`src/rtl/lsu_pkg.sv`:
```
// Shared types and helpers for the load/store initiator: FSM states, funct3
// encodings, misalignment detection and load-result extension.
package lsu_pkg;

    typedef enum logic [1:0] {
        S_IDLE = 2'd0,
        S_REQ  = 2'd1,
        S_RESP = 2'd2,
        S_DONE = 2'd3
    } lsu_state_e;

    localparam logic [2:0] F3_B  = 3'b000;
    localparam logic [2:0] F3_H  = 3'b001;
    localparam logic [2:0] F3_W  = 3'b010;
    localparam logic [2:0] F3_BU = 3'b100;
    localparam logic [2:0] F3_HU = 3'b101;

    function automatic logic misaligned(input logic [2:0] funct3, input logic [1:0] addr_lo);
        case (funct3[1:0])
            2'b01:   return addr_lo[0];
            2'b10:   return addr_lo != 2'b00;
            default: return 1'b0;
        endcase
    endfunction

    function automatic logic funct3_ok(input logic is_load, input logic [2:0] funct3);
        if (is_load)
            return funct3 inside {F3_B, F3_H, F3_W, F3_BU, F3_HU};
        return funct3 inside {F3_B, F3_H, F3_W};
    endfunction

    // word is already shifted so the addressed byte sits in bits [7:0]
    function automatic logic [31:0] extend(input logic [2:0] funct3, input logic [31:0] word);
        case (funct3)
            F3_B:    return {{24{word[7]}}, word[7:0]};
            F3_H:    return {{16{word[15]}}, word[15:0]};
            F3_W:    return word;
            F3_BU:   return {24'h0, word[7:0]};
            F3_HU:   return {16'h0, word[15:0]};
            default: return 32'h0;
        endcase
    endfunction

endpackage

```
`src/rtl/lsu_align.sv`:
```
// Byte-lane steering: store mask/data replication and load shift plus
// sign/zero extension.
module lsu_align
    import lsu_pkg::*;
(
    input  logic [2:0]  funct3,
    input  logic [1:0]  addr_lo,
    input  logic [31:0] wdata,
    input  logic [31:0] rdata,
    output logic [3:0]  wmask,
    output logic [31:0] wdata_lane,
    output logic [31:0] rdata_ext
);

    always_comb begin
        wmask      = 4'b0000;
        wdata_lane = wdata;
        case (funct3[1:0])
            2'b00: begin
                wmask      = 4'b0001 << addr_lo;
                wdata_lane = {4{wdata[7:0]}};
            end
            2'b01: begin
                wmask      = 4'b0011 << addr_lo;
                wdata_lane = {2{wdata[15:0]}};
            end
            2'b10:   wmask = 4'b1111;
            default: wmask = 4'b0000;
        endcase
    end

    assign rdata_ext = extend(funct3, rdata >> {addr_lo, 3'b000});

endmodule

```
`src/rtl/lsu_initiator.sv`:
```
// Load/store initiator: one execute-side access at a time onto a valid/ready
// memory bus. Define LSU_TIMEOUT_EN to add a response-wait timeout.
module lsu_initiator
    import lsu_pkg::*;
#(
    parameter int TIMEOUT_CYCLES = 256
) (
    input  logic        clock,
    input  logic        reset,
    input  logic        ex_valid,
    output logic        ex_ready,
    input  logic        ex_is_load,
    input  logic        ex_is_store,
    input  logic [2:0]  ex_funct3,
    input  logic [31:0] ex_addr,
    input  logic [31:0] ex_wdata,
    output logic        mem_req_valid,
    input  logic        mem_req_ready,
    output logic        mem_req_wen,
    output logic [31:0] mem_req_addr,
    output logic [3:0]  mem_req_wmask,
    output logic [31:0] mem_req_wdata,
    input  logic        mem_rsp_valid,
    output logic        mem_rsp_ready,
    input  logic [31:0] mem_rsp_rdata,
    input  logic        mem_rsp_err,
    output logic        wb_valid,
    input  logic        wb_ready,
    output logic [31:0] wb_rdata,
    output logic        wb_err
);

    if (TIMEOUT_CYCLES < 2) begin : g_timeout_check
        $error("TIMEOUT_CYCLES must be at least 2");
    end

    lsu_state_e  state;
    logic [2:0]  funct3_q;
    logic [1:0]  addr_lo_q;
    logic        is_load_q;
    logic [2:0]  al_funct3;
    logic [1:0]  al_addr_lo;
    logic [3:0]  al_wmask;
    logic [31:0] al_wdata;
    logic [31:0] al_rdata;
    logic        single_kind;
    logic        rsp_take;

    assign ex_ready    = (state == S_IDLE);
    assign single_kind = ex_is_load ^ ex_is_store;

    // Store lanes come from the live request in IDLE; load extension uses the captured access.
    assign al_funct3  = (state == S_IDLE) ? ex_funct3 : funct3_q;
    assign al_addr_lo = (state == S_IDLE) ? ex_addr[1:0] : addr_lo_q;

    lsu_align u_align (
        .funct3     (al_funct3),
        .addr_lo    (al_addr_lo),
        .wdata      (ex_wdata),
        .rdata      (mem_rsp_rdata),
        .wmask      (al_wmask),
        .wdata_lane (al_wdata),
        .rdata_ext  (al_rdata)
    );

`ifdef LSU_TIMEOUT_EN
    localparam int CNT_W = (TIMEOUT_CYCLES > 1) ? $clog2(TIMEOUT_CYCLES) : 1;
    logic [CNT_W-1:0] wait_cnt;
    logic             stale;
    logic             timed_out;

    assign rsp_take  = mem_rsp_valid && !stale;
    assign timed_out = (wait_cnt == CNT_W'(TIMEOUT_CYCLES - 1));
`else
    assign rsp_take  = mem_rsp_valid;
`endif

    always_ff @(posedge clock) begin
        if (!reset) begin
            state         <= S_IDLE;
            funct3_q      <= 3'b000;
            addr_lo_q     <= 2'b00;
            is_load_q     <= 1'b0;
            mem_req_valid <= 1'b0;
            mem_req_wen   <= 1'b0;
            mem_req_addr  <= 32'h0;
            mem_req_wmask <= 4'b0000;
            mem_req_wdata <= 32'h0;
            mem_rsp_ready <= 1'b0;
            wb_valid      <= 1'b0;
            wb_rdata      <= 32'h0;
            wb_err        <= 1'b0;
`ifdef LSU_TIMEOUT_EN
            wait_cnt      <= '0;
            stale         <= 1'b0;
`endif
        end else begin
`ifdef LSU_TIMEOUT_EN
            // A timed-out response may still arrive in any state; swallow it once.
            if (stale && mem_rsp_valid && mem_rsp_ready) begin
                stale <= 1'b0;
                if (state != S_RESP)
                    mem_rsp_ready <= 1'b0;
            end
`endif
            case (state)
                S_IDLE: begin
                    if (ex_valid) begin
                        funct3_q  <= ex_funct3;
                        addr_lo_q <= ex_addr[1:0];
                        is_load_q <= ex_is_load;
                        if (!single_kind || misaligned(ex_funct3, ex_addr[1:0])) begin
                            wb_valid <= 1'b1;
                            wb_err   <= 1'b1;
                            wb_rdata <= 32'h0;
                            state    <= S_DONE;
                        end else begin
                            mem_req_valid <= 1'b1;
                            mem_req_wen   <= ex_is_store;
                            mem_req_addr  <= {ex_addr[31:2], 2'b00};
                            mem_req_wmask <= ex_is_store ? al_wmask : 4'b0000;
                            mem_req_wdata <= ex_is_store ? al_wdata : 32'h0;
                            state         <= S_REQ;
                        end
                    end
                end
                S_REQ: begin
                    if (mem_req_ready) begin
                        mem_req_valid <= 1'b0;
                        mem_rsp_ready <= 1'b1;
`ifdef LSU_TIMEOUT_EN
                        wait_cnt      <= '0;
`endif
                        state         <= S_RESP;
                    end
                end
                S_RESP: begin
                    if (rsp_take) begin
                        mem_rsp_ready <= 1'b0;
                        wb_valid      <= 1'b1;
                        wb_err        <= mem_rsp_err | !funct3_ok(is_load_q, funct3_q);
                        wb_rdata      <= is_load_q ? al_rdata : 32'h0;
                        state         <= S_DONE;
                    end
`ifdef LSU_TIMEOUT_EN
                    else if (timed_out) begin
                        wb_valid <= 1'b1;
                        wb_err   <= 1'b1;
                        wb_rdata <= 32'h0;
                        stale    <= 1'b1;
                        state    <= S_DONE;
                    end else begin
                        wait_cnt <= wait_cnt + 1'b1;
                    end
`endif
                end
                S_DONE: begin
                    if (wb_ready) begin
                        wb_valid <= 1'b0;
                        wb_err   <= 1'b0;
                        wb_rdata <= 32'h0;
                        state    <= S_IDLE;
                    end
                end
                default: state <= S_IDLE;
            endcase
        end
    end

endmodule
```
`config.mk`:
```
export PLATFORM = sky130hd
export DESIGN_NAME = lsu_initiator
export DESIGN_NICKNAME = d
export VERILOG_FILES = /design/src/rtl/lsu_pkg.sv /design/src/rtl/lsu_align.sv /design/src/rtl/lsu_initiator.sv
export SDC_FILE = /design/constraint.sdc
export NUM_CORES = 1
export LEC_CHECK = 0
export ABC_CLOCK_PERIOD_IN_PS = 3000
export BUFFER_PORTS_ARGS = -buffer_cell sky130_fd_sc_hd__buf_2
export CAP_MARGIN = 10
export CORE_ASPECT_RATIO = 0.8
export CORE_MARGIN = 8
export CORE_UTILIZATION = 40
export CTS_CLUSTER_SIZE = 12
export DETAILED_ROUTE_END_ITERATION = 10
export GPL_TIMING_DRIVEN = 1
export PLACE_DENSITY_LB_ADDON = 0.2
export SLEW_MARGIN = 25
export SYNTH_ARGS = -nofsm -noshare
export SYNTH_HDL_FRONTEND = slang
export SYNTH_SLANG_ARGS = --single-unit
export TNS_END_PERCENT = 20
```
`constraint.sdc`:
```
create_clock -name clock -period 3 [get_ports clock]
set_input_delay 0.6 -clock clock [delete_from_list [all_inputs] [get_ports clock]]
set_output_delay 0.6 -clock clock [all_outputs]
set_load 0.02 [all_outputs]
```
==> results.cfg <==
[floorplanning]
row_count = 38
fp.dieH_um = 119.5
initial_utilization = 0.4026
die_width_um = 145.4
pin_count = 214
die-area_um2 = 17380
core-area_um2 = 13310

[route]
wl_per_cell_um = 17.64
vias = 5506
drt_iter0_markers = 401
dr.pass1.iters = 6
viasPerCell = 5.409
finalWirelength_mm = 17.96
remaining_drc_errors = 0
final_antenna_net_count = 0

[sta]
maxSlewHeadroom = 0.5275
tightest_slew_ns = 0.7080
max_freq_ghz = 0.3740
period_minus_slack_ns = 2.674
fin_skew_ns = 0.007108
layout_setup_ws_ns = 0.3263
setup_viol = 0
period_share = 0.8912
rsz0062_at_grt = no
hold_viol_final = 0
tns_ns = 0
drv_slew = 0

[power]
ir_worst_vdd_uv = 397.6
p_per_area_nw_per_um2 = 834.0
p_total_w = 0.005703
leakagePower_nw = 3.044

[yosys]
synth_area_leaders = dfxtp_1 (41%), nand2_1 (9.9%), a21oi_1 (8.8%), mux2i_1 (4.7%), nand3_1 (3.1%)
ys_seq_area_frac = 0.4146
ys_types = 46
syn_inst = 645
ys_warn_count = 0
synthesis.area_um2 = 5360
synth_top_area_cell = dfxtp_1
synth_edf_count = 0
async_flop_share = 0
synth_top_area_share = 0.4146
dominantRegCellSynth = dfxtp_1
syn_avg_cell_area_um2 = 8.310
ys_ff_latch = 111

[critical_path]
critPathTopFamily = simple AND/OR/NAND/NOR gates
cp.arrival_ns = 2.94
setup.worst_path.start_class = flip-flop
critPathRequiredTime_ns = 3.26
path_class = reg2reg
path_cells = inv_1 -> ha_2 -> buf_4 -> mux2i_2 -> nand2_1 -> nor2_1 -> a22oi_4 -> a211oi_1
worst_path_largest_cell_delay_ns = 0.39
worst_setup_path_end_kind = flip-flop
worst-path-buf-inv = 2
cp_max_fo = 16
critical_path.slowest_cell = ha_2

[final_layout]
syn2layout_area_growth_pct = 27.57
drive_gt1_frac = 0.3262
final_cells = 1018
nets = 947

[global_routing]
grt_max_degree = 94
antenna_found_initial = 1
grt_first_pass_wirelength_mm = 28.73
grt.overflow.total = 0
track_usage = 0.2009
grt_pass1_vias = 5402

[hold_path]
min_path_type = reg2reg

[clock_tree]
clk_latency_ns = 0.36
cts_root_buffer = clkbuf_16
h-tree-depth = 3
post_cts_buffers = 0
cts_buffers = 9
clockBufferDepth = 2
tritoncts = yes
cts_resized = 0
cts.sinks = 111
clkTransAtPathRegs_ns = 0.07
cts_hold_buf = 0

[job]
maxCapViolCount = 0

[placed_design]
dp_slack_ns = 0.1714
dp_cells = 1001
port_buffers = 211
gp_congestion = 0.8486
place.detailed.hpwl_mm = 13.53

[status]
outcome = completed
-- per-stage QoR --
stage / area (um2) / hold WS, ns / util
floorplan: 5364 / 0.4500 / -
global placement: 6518 / 0.4377 / 0.4896
detailed placement: 6518 / 0.4416 / 0.4896
CTS: 6833 / 0.4573 / 0.5133
global route: 6838 / 0.4617 / 0.5136
finish: 6838 / 0.4523 / 0.5136
-- routing by layer --
layer,vias up,track usage,share of wire
li1,2677,-,-
met1,2602,0.2598,0.44
met2,213,0.3109,0.45
met3,14,0.07336,0.098
met4,0,0.05516,0.012
met5,-,0,0
-- cell type report --
| cell class | count | area, um2 |
|---|---|---|
| clock inverters | 5 | 62.56 |
| fillers | 1306 | 6475 |
| flip-flops and latches | 111 | 2222 |
| well taps | 180 | 225.2 |
| inverters | 8 | 30.03 |
| clock buffers | 11 | 252.7 |
| repair buffers | 224 | 1166 |
| multi-input cells | 478 | 2877 |
| diodes | 1 | 2.502 |
-- placed cells by master (no fill, tap or decap), types with 8 or more instances in the layout --
master | netlist | final
a22o_1 | 9 | 9
a22oi_1 | 10 | 10
buf_4 | 5 | 12
o2bb2ai_1 | 16 | 16
a211oi_2 | 10 | 10
buf_2 | 17 | 211
nand3_1 | 33 | 33
nor2_1 | 42 | 42
o22ai_1 | 8 | 8
nor3_1 | 10 | 10
mux2i_1 | 25 | 24
a222oi_1 | 8 | 8
a211oi_1 | 8 | 8
dfxtp_1 | 111 | 111
clkbuf_16 | 0 | 9
a21oi_1 | 94 | 94
nand2_1 | 141 | 141
-- cells in the mapped netlist (5+ instances only) --
| cell type | count |
|---|---|
| a211oi_1 | 8 |
| a211oi_2 | 10 |
| a21oi_1 | 94 |
| a222oi_1 | 8 |
| a22o_1 | 9 |
| a22oi_1 | 10 |
| a32oi_1 | 7 |
| buf_2 | 17 |
| buf_4 | 5 |
| clkbuf_1 | 24 |
| dfxtp_1 | 111 |
| ha_1 | 7 |
| inv_1 | 8 |
| mux2i_1 | 25 |
| nand2_1 | 141 |
| nand2b_1 | 5 |
| nand3_1 | 33 |
| nor2_1 | 42 |
| nor2_2 | 5 |
| nor3_1 | 10 |
| o21ai_0 | 7 |
| o22ai_1 | 8 |
| o2bb2ai_1 | 16 |
-- path summary, 6_finish.rpt --
check / slack, ns / cells after the start / from / to
setup / recovery: 0.33 / 8 / state[1] / wb_rdata[18]
hold / removal: 0.45 / 2 / mem_req_addr[16] / mem_req_addr[16]
setup reg to reg: 0.33 / 8 / state[1] / wb_rdata[18]
hold reg to reg: 0.45 / 2 / mem_req_addr[16] / mem_req_addr[16]
-- power breakdown --
part,switching [W],total [W],internal [W]
registers,0.0000884,0.00169,0.00161
logic,0.00182,0.00275,0.000938
clock network,0.000553,0.00125,0.000701
total,0.00246,0.00570,0.00325
-- registers in the layout (all words and copies together), names as in the netlist --
signal,flops
addr_lo_q,2
funct3_q,3
is_load_q,1
mem_req_addr,30
mem_req_valid,1
mem_req_wdata,32
mem_req_wen,1
mem_req_wmask,4
mem_rsp_ready,1
state,2
wb_err,1
wb_rdata,32
wb_valid,1
-- cell families after synthesis --
logic type,count (synthesis),synth area share
XOR/XNOR,1,0.001634
AO/OA/AOI/OAI,190,0.2470
other,1,0.0006996
AND/OR/NAND/NOR,244,0.1961
flip-flops,111,0.4146
adder cells (fa/ha/maj),7,0.01634
buffers and inverters,57,0.05159
multiplexers,34,0.07213
-- worst reg2reg max path, stage by stage (launching register included) --
cell	delay (ns)
dfxtp_1	0.33
inv_1	0.13
ha_2	0.39
buf_4	0.26
mux2i_2	0.34
nand2_1	0.32
nor2_1	0.28
a22oi_4	0.23
a211oi_1	0.29
Note: power is estimated with default switching activity, not from simulation.
